File: src/rtl/mem_ctrl_pkg.sv
// Shared widths, FSM encoding and width-code decoding for the byte-serial memory controller.
package mem_ctrl_pkg;

  localparam int unsigned ADDR_W = 32;
  localparam int unsigned DATA_W = 32;
  localparam int unsigned BYTE_W = 8;
  localparam int unsigned CNT_W  = 3;
  localparam int unsigned WSEL_W = 2;

  localparam logic [WSEL_W-1:0] WIDTH_BYTE = 2'b00;
  localparam logic [WSEL_W-1:0] WIDTH_HALF = 2'b01;

  typedef enum logic [1:0] {
    ST_IDLE  = 2'b00,
    ST_READ  = 2'b01,
    ST_WRITE = 2'b10
  } state_e;

  // Number of bytes moved for a width code; 10 and 11 both mean a full word.
  function automatic logic [CNT_W-1:0] width_bytes(input logic [WSEL_W-1:0] w);
    case (w)
      WIDTH_BYTE: width_bytes = CNT_W'(1);
      WIDTH_HALF: width_bytes = CNT_W'(2);
      default:    width_bytes = CNT_W'(4);
    endcase
  endfunction

endpackage

File: src/rtl/mem_ctrl_if.sv
// Requester (IF + data) and byte-wide RAM port signals of the memory controller.
interface mem_ctrl_if;
  import mem_ctrl_pkg::*;

  logic              if_req;
  logic [ADDR_W-1:0] if_addr;
  logic              if_clear;
  logic              if_done;
  logic [DATA_W-1:0] if_inst;

  logic              mem_req;
  logic              mem_we;
  logic [ADDR_W-1:0] mem_addr;
  logic [WSEL_W-1:0] mem_width;
  logic [DATA_W-1:0] mem_wdata;
  logic              mem_done;
  logic [DATA_W-1:0] mem_rdata;

  logic [BYTE_W-1:0] ram_din;
  logic [BYTE_W-1:0] ram_dout;
  logic [ADDR_W-1:0] ram_a;
  logic              ram_wr;

  modport slave (
    input  if_req, if_addr, if_clear, mem_req, mem_we, mem_addr, mem_width, mem_wdata, ram_din,
    output if_done, if_inst, mem_done, mem_rdata, ram_dout, ram_a, ram_wr
  );

  modport master (
    output if_req, if_addr, if_clear, mem_req, mem_we, mem_addr, mem_width, mem_wdata, ram_din,
    input  if_done, if_inst, mem_done, mem_rdata, ram_dout, ram_a, ram_wr
  );

endinterface

File: src/rtl/mem_ctrl.sv
// Arbitrates instruction fetch and data requests onto one byte-wide synchronous RAM port,
// sequencing 1/2/4-byte little-endian transfers with a single FSM and byte counter.
module mem_ctrl
  import mem_ctrl_pkg::*;
(
  input  logic        clk,
  input  logic        rst,
  input  logic        rdy,
  mem_ctrl_if.slave   bus
);

  state_e            state_q, state_d;
  logic [CNT_W-1:0]  cnt_q, cnt_d;
  logic [CNT_W-1:0]  nbytes_q, nbytes_d;
  logic              is_if_q, is_if_d;
  logic [DATA_W-1:0] wdata_q, wdata_d;
  logic [DATA_W-1:0] buf_q, buf_d;
  logic [DATA_W-1:0] if_inst_q, if_inst_d;
  logic [DATA_W-1:0] mem_rdata_q, mem_rdata_d;
  logic [ADDR_W-1:0] ram_a_q, ram_a_d;
  logic [BYTE_W-1:0] ram_dout_q, ram_dout_d;
  logic              ram_wr_q, ram_wr_d;
  logic              if_done_q, if_done_d;
  logic              mem_done_q, mem_done_d;

  logic [CNT_W-1:0]  step;
  logic [CNT_W-1:0]  req_bytes;
  logic [1:0]        cap_idx;

  always_ff @(posedge clk or negedge rst) begin
    if (!rst) begin
      state_q     <= ST_IDLE;
      cnt_q       <= '0;
      nbytes_q    <= '0;
      is_if_q     <= 1'b0;
      wdata_q     <= '0;
      buf_q       <= '0;
      if_inst_q   <= '0;
      mem_rdata_q <= '0;
      ram_a_q     <= '0;
      ram_dout_q  <= '0;
      ram_wr_q    <= 1'b0;
      if_done_q   <= 1'b0;
      mem_done_q  <= 1'b0;
    end else begin
      state_q     <= state_d;
      cnt_q       <= cnt_d;
      nbytes_q    <= nbytes_d;
      is_if_q     <= is_if_d;
      wdata_q     <= wdata_d;
      buf_q       <= buf_d;
      if_inst_q   <= if_inst_d;
      mem_rdata_q <= mem_rdata_d;
      ram_a_q     <= ram_a_d;
      ram_dout_q  <= ram_dout_d;
      ram_wr_q    <= ram_wr_d;
      if_done_q   <= if_done_d;
      mem_done_q  <= mem_done_d;
    end
  end

  // Edge k after the grant sees step = k; RAM data for byte k-2 is on ram_din at that edge.
  always_comb begin
    state_d     = state_q;
    cnt_d       = cnt_q;
    nbytes_d    = nbytes_q;
    is_if_d     = is_if_q;
    wdata_d     = wdata_q;
    buf_d       = buf_q;
    if_inst_d   = if_inst_q;
    mem_rdata_d = mem_rdata_q;
    ram_a_d     = ram_a_q;
    ram_dout_d  = ram_dout_q;
    ram_wr_d    = ram_wr_q;
    if_done_d   = if_done_q;
    mem_done_d  = mem_done_q;
    step        = CNT_W'(cnt_q + CNT_W'(1));
    req_bytes   = width_bytes(bus.mem_width);
    cap_idx     = 2'(step - CNT_W'(2));

    if (rdy) begin
      if_done_d  = 1'b0;
      mem_done_d = 1'b0;
      ram_wr_d   = 1'b0;
      case (state_q)
        ST_IDLE: begin
          if (bus.mem_req) begin
            is_if_d  = 1'b0;
            nbytes_d = req_bytes;
            cnt_d    = '0;
            ram_a_d  = bus.mem_addr;
            if (bus.mem_we) begin
              ram_wr_d   = 1'b1;
              ram_dout_d = bus.mem_wdata[BYTE_W-1:0];
              wdata_d    = bus.mem_wdata >> BYTE_W;
              if (req_bytes == CNT_W'(1)) mem_done_d = 1'b1;
              else                        state_d    = ST_WRITE;
            end else begin
              buf_d   = '0;
              state_d = ST_READ;
            end
          end else if (bus.if_req && !bus.if_clear) begin
            is_if_d  = 1'b1;
            nbytes_d = CNT_W'(4);
            cnt_d    = '0;
            ram_a_d  = bus.if_addr;
            buf_d    = '0;
            state_d  = ST_READ;
          end
        end
        ST_READ: begin
          if (is_if_q && bus.if_clear) begin
            cnt_d   = '0;
            state_d = ST_IDLE;
          end else begin
            cnt_d = step;
            if (step < nbytes_q) ram_a_d = ram_a_q + ADDR_W'(1);
            if (step >= CNT_W'(2)) buf_d[BYTE_W*cap_idx +: BYTE_W] = bus.ram_din;
            if (step == CNT_W'(nbytes_q + CNT_W'(1))) begin
              cnt_d   = '0;
              state_d = ST_IDLE;
              if (is_if_q) begin
                if_inst_d = buf_d;
                if_done_d = 1'b1;
              end else begin
                mem_rdata_d = buf_d;
                mem_done_d  = 1'b1;
              end
            end
          end
        end
        ST_WRITE: begin
          cnt_d      = step;
          ram_a_d    = ram_a_q + ADDR_W'(1);
          ram_wr_d   = 1'b1;
          ram_dout_d = wdata_q[BYTE_W-1:0];
          wdata_d    = wdata_q >> BYTE_W;
          if (step == CNT_W'(nbytes_q - CNT_W'(1))) begin
            mem_done_d = 1'b1;
            cnt_d      = '0;
            state_d    = ST_IDLE;
          end
        end
        default: state_d = ST_IDLE;
      endcase
    end
  end

  // A pause must silence writes and done pulses in the very cycle rdy drops.
  assign bus.if_done   = if_done_q & rdy;
  assign bus.mem_done  = mem_done_q & rdy;
  assign bus.ram_wr    = ram_wr_q & rdy;
  assign bus.if_inst   = if_inst_q;
  assign bus.mem_rdata = mem_rdata_q;
  assign bus.ram_a     = ram_a_q;
  assign bus.ram_dout  = ram_dout_q;

endmodule

File: src/flat_wrapper.sv
// flat-port wrapper written by rule: the top's interface ports become plain ports
module mem_ctrl_flat import mem_ctrl_pkg::*;
  (clk, rst, rdy, bus_if_req, bus_if_addr, bus_if_clear, bus_mem_req, bus_mem_we, bus_mem_addr, bus_mem_width, bus_mem_wdata, bus_ram_din, bus_if_done, bus_if_inst, bus_mem_done, bus_mem_rdata, bus_ram_dout, bus_ram_a, bus_ram_wr);
  mem_ctrl_if bus_i ();
  input  logic clk;
  input  logic rst;
  input  logic rdy;
  input wire logic [$bits(bus_i.if_req)-1:0] bus_if_req;
  input wire logic [$bits(bus_i.if_addr)-1:0] bus_if_addr;
  input wire logic [$bits(bus_i.if_clear)-1:0] bus_if_clear;
  input wire logic [$bits(bus_i.mem_req)-1:0] bus_mem_req;
  input wire logic [$bits(bus_i.mem_we)-1:0] bus_mem_we;
  input wire logic [$bits(bus_i.mem_addr)-1:0] bus_mem_addr;
  input wire logic [$bits(bus_i.mem_width)-1:0] bus_mem_width;
  input wire logic [$bits(bus_i.mem_wdata)-1:0] bus_mem_wdata;
  input wire logic [$bits(bus_i.ram_din)-1:0] bus_ram_din;
  output wire logic [$bits(bus_i.if_done)-1:0] bus_if_done;
  output wire logic [$bits(bus_i.if_inst)-1:0] bus_if_inst;
  output wire logic [$bits(bus_i.mem_done)-1:0] bus_mem_done;
  output wire logic [$bits(bus_i.mem_rdata)-1:0] bus_mem_rdata;
  output wire logic [$bits(bus_i.ram_dout)-1:0] bus_ram_dout;
  output wire logic [$bits(bus_i.ram_a)-1:0] bus_ram_a;
  output wire logic [$bits(bus_i.ram_wr)-1:0] bus_ram_wr;
  assign bus_i.if_req = bus_if_req;
  assign bus_i.if_addr = bus_if_addr;
  assign bus_i.if_clear = bus_if_clear;
  assign bus_i.mem_req = bus_mem_req;
  assign bus_i.mem_we = bus_mem_we;
  assign bus_i.mem_addr = bus_mem_addr;
  assign bus_i.mem_width = bus_mem_width;
  assign bus_i.mem_wdata = bus_mem_wdata;
  assign bus_i.ram_din = bus_ram_din;
  assign bus_if_done = bus_i.if_done;
  assign bus_if_inst = bus_i.if_inst;
  assign bus_mem_done = bus_i.mem_done;
  assign bus_mem_rdata = bus_i.mem_rdata;
  assign bus_ram_dout = bus_i.ram_dout;
  assign bus_ram_a = bus_i.ram_a;
  assign bus_ram_wr = bus_i.ram_wr;
  mem_ctrl u_core (.clk(clk), .rst(rst), .rdy(rdy), .bus(bus_i));
endmodule
File: config.mk
export PLATFORM = sky130hd
export DESIGN_NAME = mem_ctrl_flat
export DESIGN_NICKNAME = d
export VERILOG_FILES = /design/src/rtl/mem_ctrl_pkg.sv /design/src/rtl/mem_ctrl_if.sv /design/src/rtl/mem_ctrl.sv /design/src/flat_wrapper.sv
export SDC_FILE = /design/constraint.sdc
export NUM_CORES = 1
export LEC_CHECK = 0
export BUFFER_PORTS_ARGS = -buffer_cell sky130_fd_sc_hd__buf_4
export CAP_MARGIN = 15
export CORE_MARGIN = 2
export CORE_UTILIZATION = 48
export DETAILED_ROUTE_END_ITERATION = 12
export GPL_TIMING_DRIVEN = 0
export PLACE_DENSITY = 0.73
export SYNTH_ARGS = -nofsm -noshare
export SYNTH_HDL_FRONTEND = slang
export SYNTH_SLANG_ARGS = --single-unit
export TNS_END_PERCENT = 10
File: constraint.sdc
create_clock -name clk -period 8.12 [get_ports clk]
set_input_delay 1.624 -clock clk [delete_from_list [all_inputs] [get_ports clk]]
set_output_delay 1.624 -clock clk [all_outputs]
set_load 0.05 [all_outputs]
==> results.sh <==
export IMPL_core_um2=17900
export IMPL_antenna_found_initial=0
export IMPL_arrival_ns=2.63
export IMPL_critPathCaptureType="primary output"
export IMPL_finalNetCount=1274
export IMPL_drt_iter0_markers=527
export IMPL_synth_flop_cell="dfrtp_1"
export IMPL_ir_worst_vdd_uv=237.7
export IMPL_fillCellCount=1554
export IMPL_h_tree_depth=4
export IMPL_start_util_pct=48.92
export IMPL_route_detailed_drc=0
export IMPL_first_pass_iters=5
export IMPL_worst_clock_skew_ns=0.009248
export IMPL_cts_sinks=172
export IMPL_port_buffers=218
export IMPL_finalNonFillerCells=1386
export IMPL_grt_ovfl_total=0
export IMPL_multi_input_area_um2=4148
export IMPL_tns_ns=0
export IMPL_die_x_um=139.1
export IMPL_final_setup_viol_count=0
export IMPL_hold_ws_ns=0.4811
export IMPL_post_route_min_period_ns=4.249
export IMPL_area_growth_pct=29.50
export IMPL_cts_tree="done"
export IMPL_ctsResizeCount=0
export IMPL_total_power_mw=3.885
export IMPL_dpl_instance_area_um2=10720
export IMPL_hold_path_class="register to register"
export IMPL_synth_area_leaders="dfrtp_1, nand2_1, o21ai_0, mux2i_1, mux2_2"
export IMPL_tightestPinTransition_ns=0.8983
export IMPL_row_count=49
export IMPL_track_usage_pct=24.75
export IMPL_clock_path_buffers=2
export IMPL_grt_pass1_wl_um=38960
export IMPL_grt_pass1_vias=7665
export IMPL_clk_latency_ns=0.43
export IMPL_diodes=0
export IMPL_synthTopCellsByCount="dfrtp_1, nand2_1, o21ai_0, a21oi_1, nor2_1"
export IMPL_viasPerCell=5.563
export IMPL_fin_crit_sh_pct=52.33
export IMPL_gp_congestion=0.8890
export IMPL_path_clk_slew_ns=0.06
export IMPL_yosysWarnings=0
export IMPL_syn_nets=1036
export IMPL_leakage_nw=5.323
export IMPL_drt_wl_total_um=24000
export IMPL_drtAntennaViolNets=0
export IMPL_fin_area_um2=11340
export IMPL_netlist_area_um2=8757
export IMPL_dp_hpwl_um=17300
export IMPL_vias=7710
export IMPL_ioPinCount=220
export IMPL_synth_seq_cells=172
export IMPL_drv_cap=0
export IMPL_cts_root_buffer="clkbuf_16"
export IMPL_dp_cells=1355
export IMPL_rsz0062_at_grt="no"
export IMPL_seqCellArea_um2=4304
export IMPL_postCtsSetupBuffers=0
export IMPL_cellPowerDensity_nw_per_um2=342.6
export IMPL_max_freq_mhz=235.3
export IMPL_worstPathRequired_ns=6.50
export IMPL_ctsHoldBuffers=0
export IMPL_syn_area_per_cell_um2=9.655
export IMPL_maxSlewViolCount=0
export IMPL_synth_edf_count=0
export IMPL_async_reset_ff_share_pct=100.0
export IMPL_crit_type="primary input to primary output"
export IMPL_die_area_um2=19340
export IMPL_synthCells=907
export IMPL_yosysUniqueCellTypes=59
export IMPL_drive_gt1_share_pct=28.18
export IMPL_synth_seq_area_share_pct=49.15
export IMPL_wl_per_cell_um=17.32
export IMPL_die_h_um=139.1
export IMPL_grt_max_degree=91
export IMPL_start_kind="primary input"
export IMPL_cts_made_buffers=17
export IMPL_yosysTopAreaCellShare_pct=49.15
export IMPL_status="finished, final reports clean"
export IMPL_crit_fanout=10
export IMPL_yosysTopAreaCell="dfrtp_1"
export IMPL_yosysMostFrequentCell="dfrtp_1"
export IMPL_slew_headroom_pct=39.66
export IMPL_hold_violations=0
cell usage in the layout (no fill, tap or decap), drive strengths merged, types with 5 or more instances in the layout:
cell,count
a22o,32
nor3,15
nand4,12
a21o,6
o221a,5
and3,31
nor4,9
and2,9
nand3,21
o21ai,127
buf,236
nand2b,7
ha,16
clkbuf,56
a21oi,58
o22ai,19
mux2,27
dfrtp,172
inv,12
mux2i,34
nand2,156
nor2,37
flip-flops by register name, indices dropped and copies added (netlist names), 3 cells and up:
name	flops
u_core.buf_q	32
u_core.bus.if_inst	32
u_core.bus.mem_rdata	32
u_core.bus.ram_a	32
u_core.bus.ram_dout	8
u_core.cnt_q	3
u_core.nbytes_q	3
u_core.wdata_q	24
worst paths after layout:
check	start	endpoint	slack (ns)	depth (start not counted)
worst max-delay path	rdy	bus_mem_done	3.87	4
worst min-delay path	u_core.wdata_q[15]$_DFFE_PN0P_	u_core.wdata_q[15]$_DFFE_PN0P_	0.48	2
worst max register to register	u_core.cnt_q[0]$_DFFE_PN0P_	u_core.bus.ram_a[14]$_DFFE_PN0P_	5.02	10
min in group asynchronous	rst	u_core.bus.if_inst[20]$_DFFE_PN0P_	1.18	1
max in group asynchronous	rst	u_core.bus.ram_a[21]$_DFFE_PN0P_	6.10	2
worst min register to register	u_core.wdata_q[15]$_DFFE_PN0P_	u_core.wdata_q[15]$_DFFE_PN0P_	0.48	2
report_power, final:
group / internal (mW) / leakage [nW] / total [mW] / switching [mW]
clock: 0.530 / 0.295 / 0.872 / 0.342
sequential: 1.09 / 2.28 / 1.30 / 0.215
combinational: 0.580 / 2.75 / 1.71 / 1.13
total: 2.20 / 5.32 / 3.89 / 1.69
final cells by class:
| type | count | share of cell area, % |
|---|---|---|
| Clock inverter | 10 | 1.456 |
| Clock buffer | 21 | 4.060 |
| Multi-Input combinational cell | 670 | 36.57 |
| Timing Repair Buffer | 219 | 14.74 |
| Inverter | 13 | 0.4303 |
| Tap cell | 229 | 2.526 |
| Sequential cell | 172 | 37.95 |
| Buffer | 52 | 2.262 |
kinds of logic (layout without fill, tap and decap cells):
| logic type | Yosys count | in the layout | synth area share [%] |
|---|---|---|---|
| and+or+nand+nor | 315 | 315 | 17.06 |
| buffers and inverters | 65 | 315 | 3.486 |
| adders and majority gates | 16 | 16 | 2.286 |
| DFF | 172 | 172 | 49.15 |
| AOI/OAI and AO/OA | 273 | 273 | 19.99 |
| muxes | 61 | 61 | 7.358 |
| xor gates and xnor gates | 5 | 5 | 0.6716 |
metrics by stage:
| step | utilization (%) | setup WS, ns |
|---|---|---|
| final | 63.35 | 3.871 |
| after global routing | 63.35 | 3.776 |
| after CTS | 63.35 | 3.858 |
| after detailed placement | 59.85 | 3.859 |
| after global placement | 59.66 | 3.854 |
| after floorplan | - | 3.941 |
critical path, cell delays in order:
cell and delay, ns:
clkbuf_1 0.26, clkbuf_1 0.35, and2_1 0.19, buf_4 0.20
metal layers:
layer  up-vias  wire length, um  GRT usage (%)
li1       3762                -              -
met1      3660            10520          33.25
met2       252            11500          40.42
met3        36             1424          5.041
met4         0              552          8.187
met5         -                0              0
(Power assumes the default switching activity.)
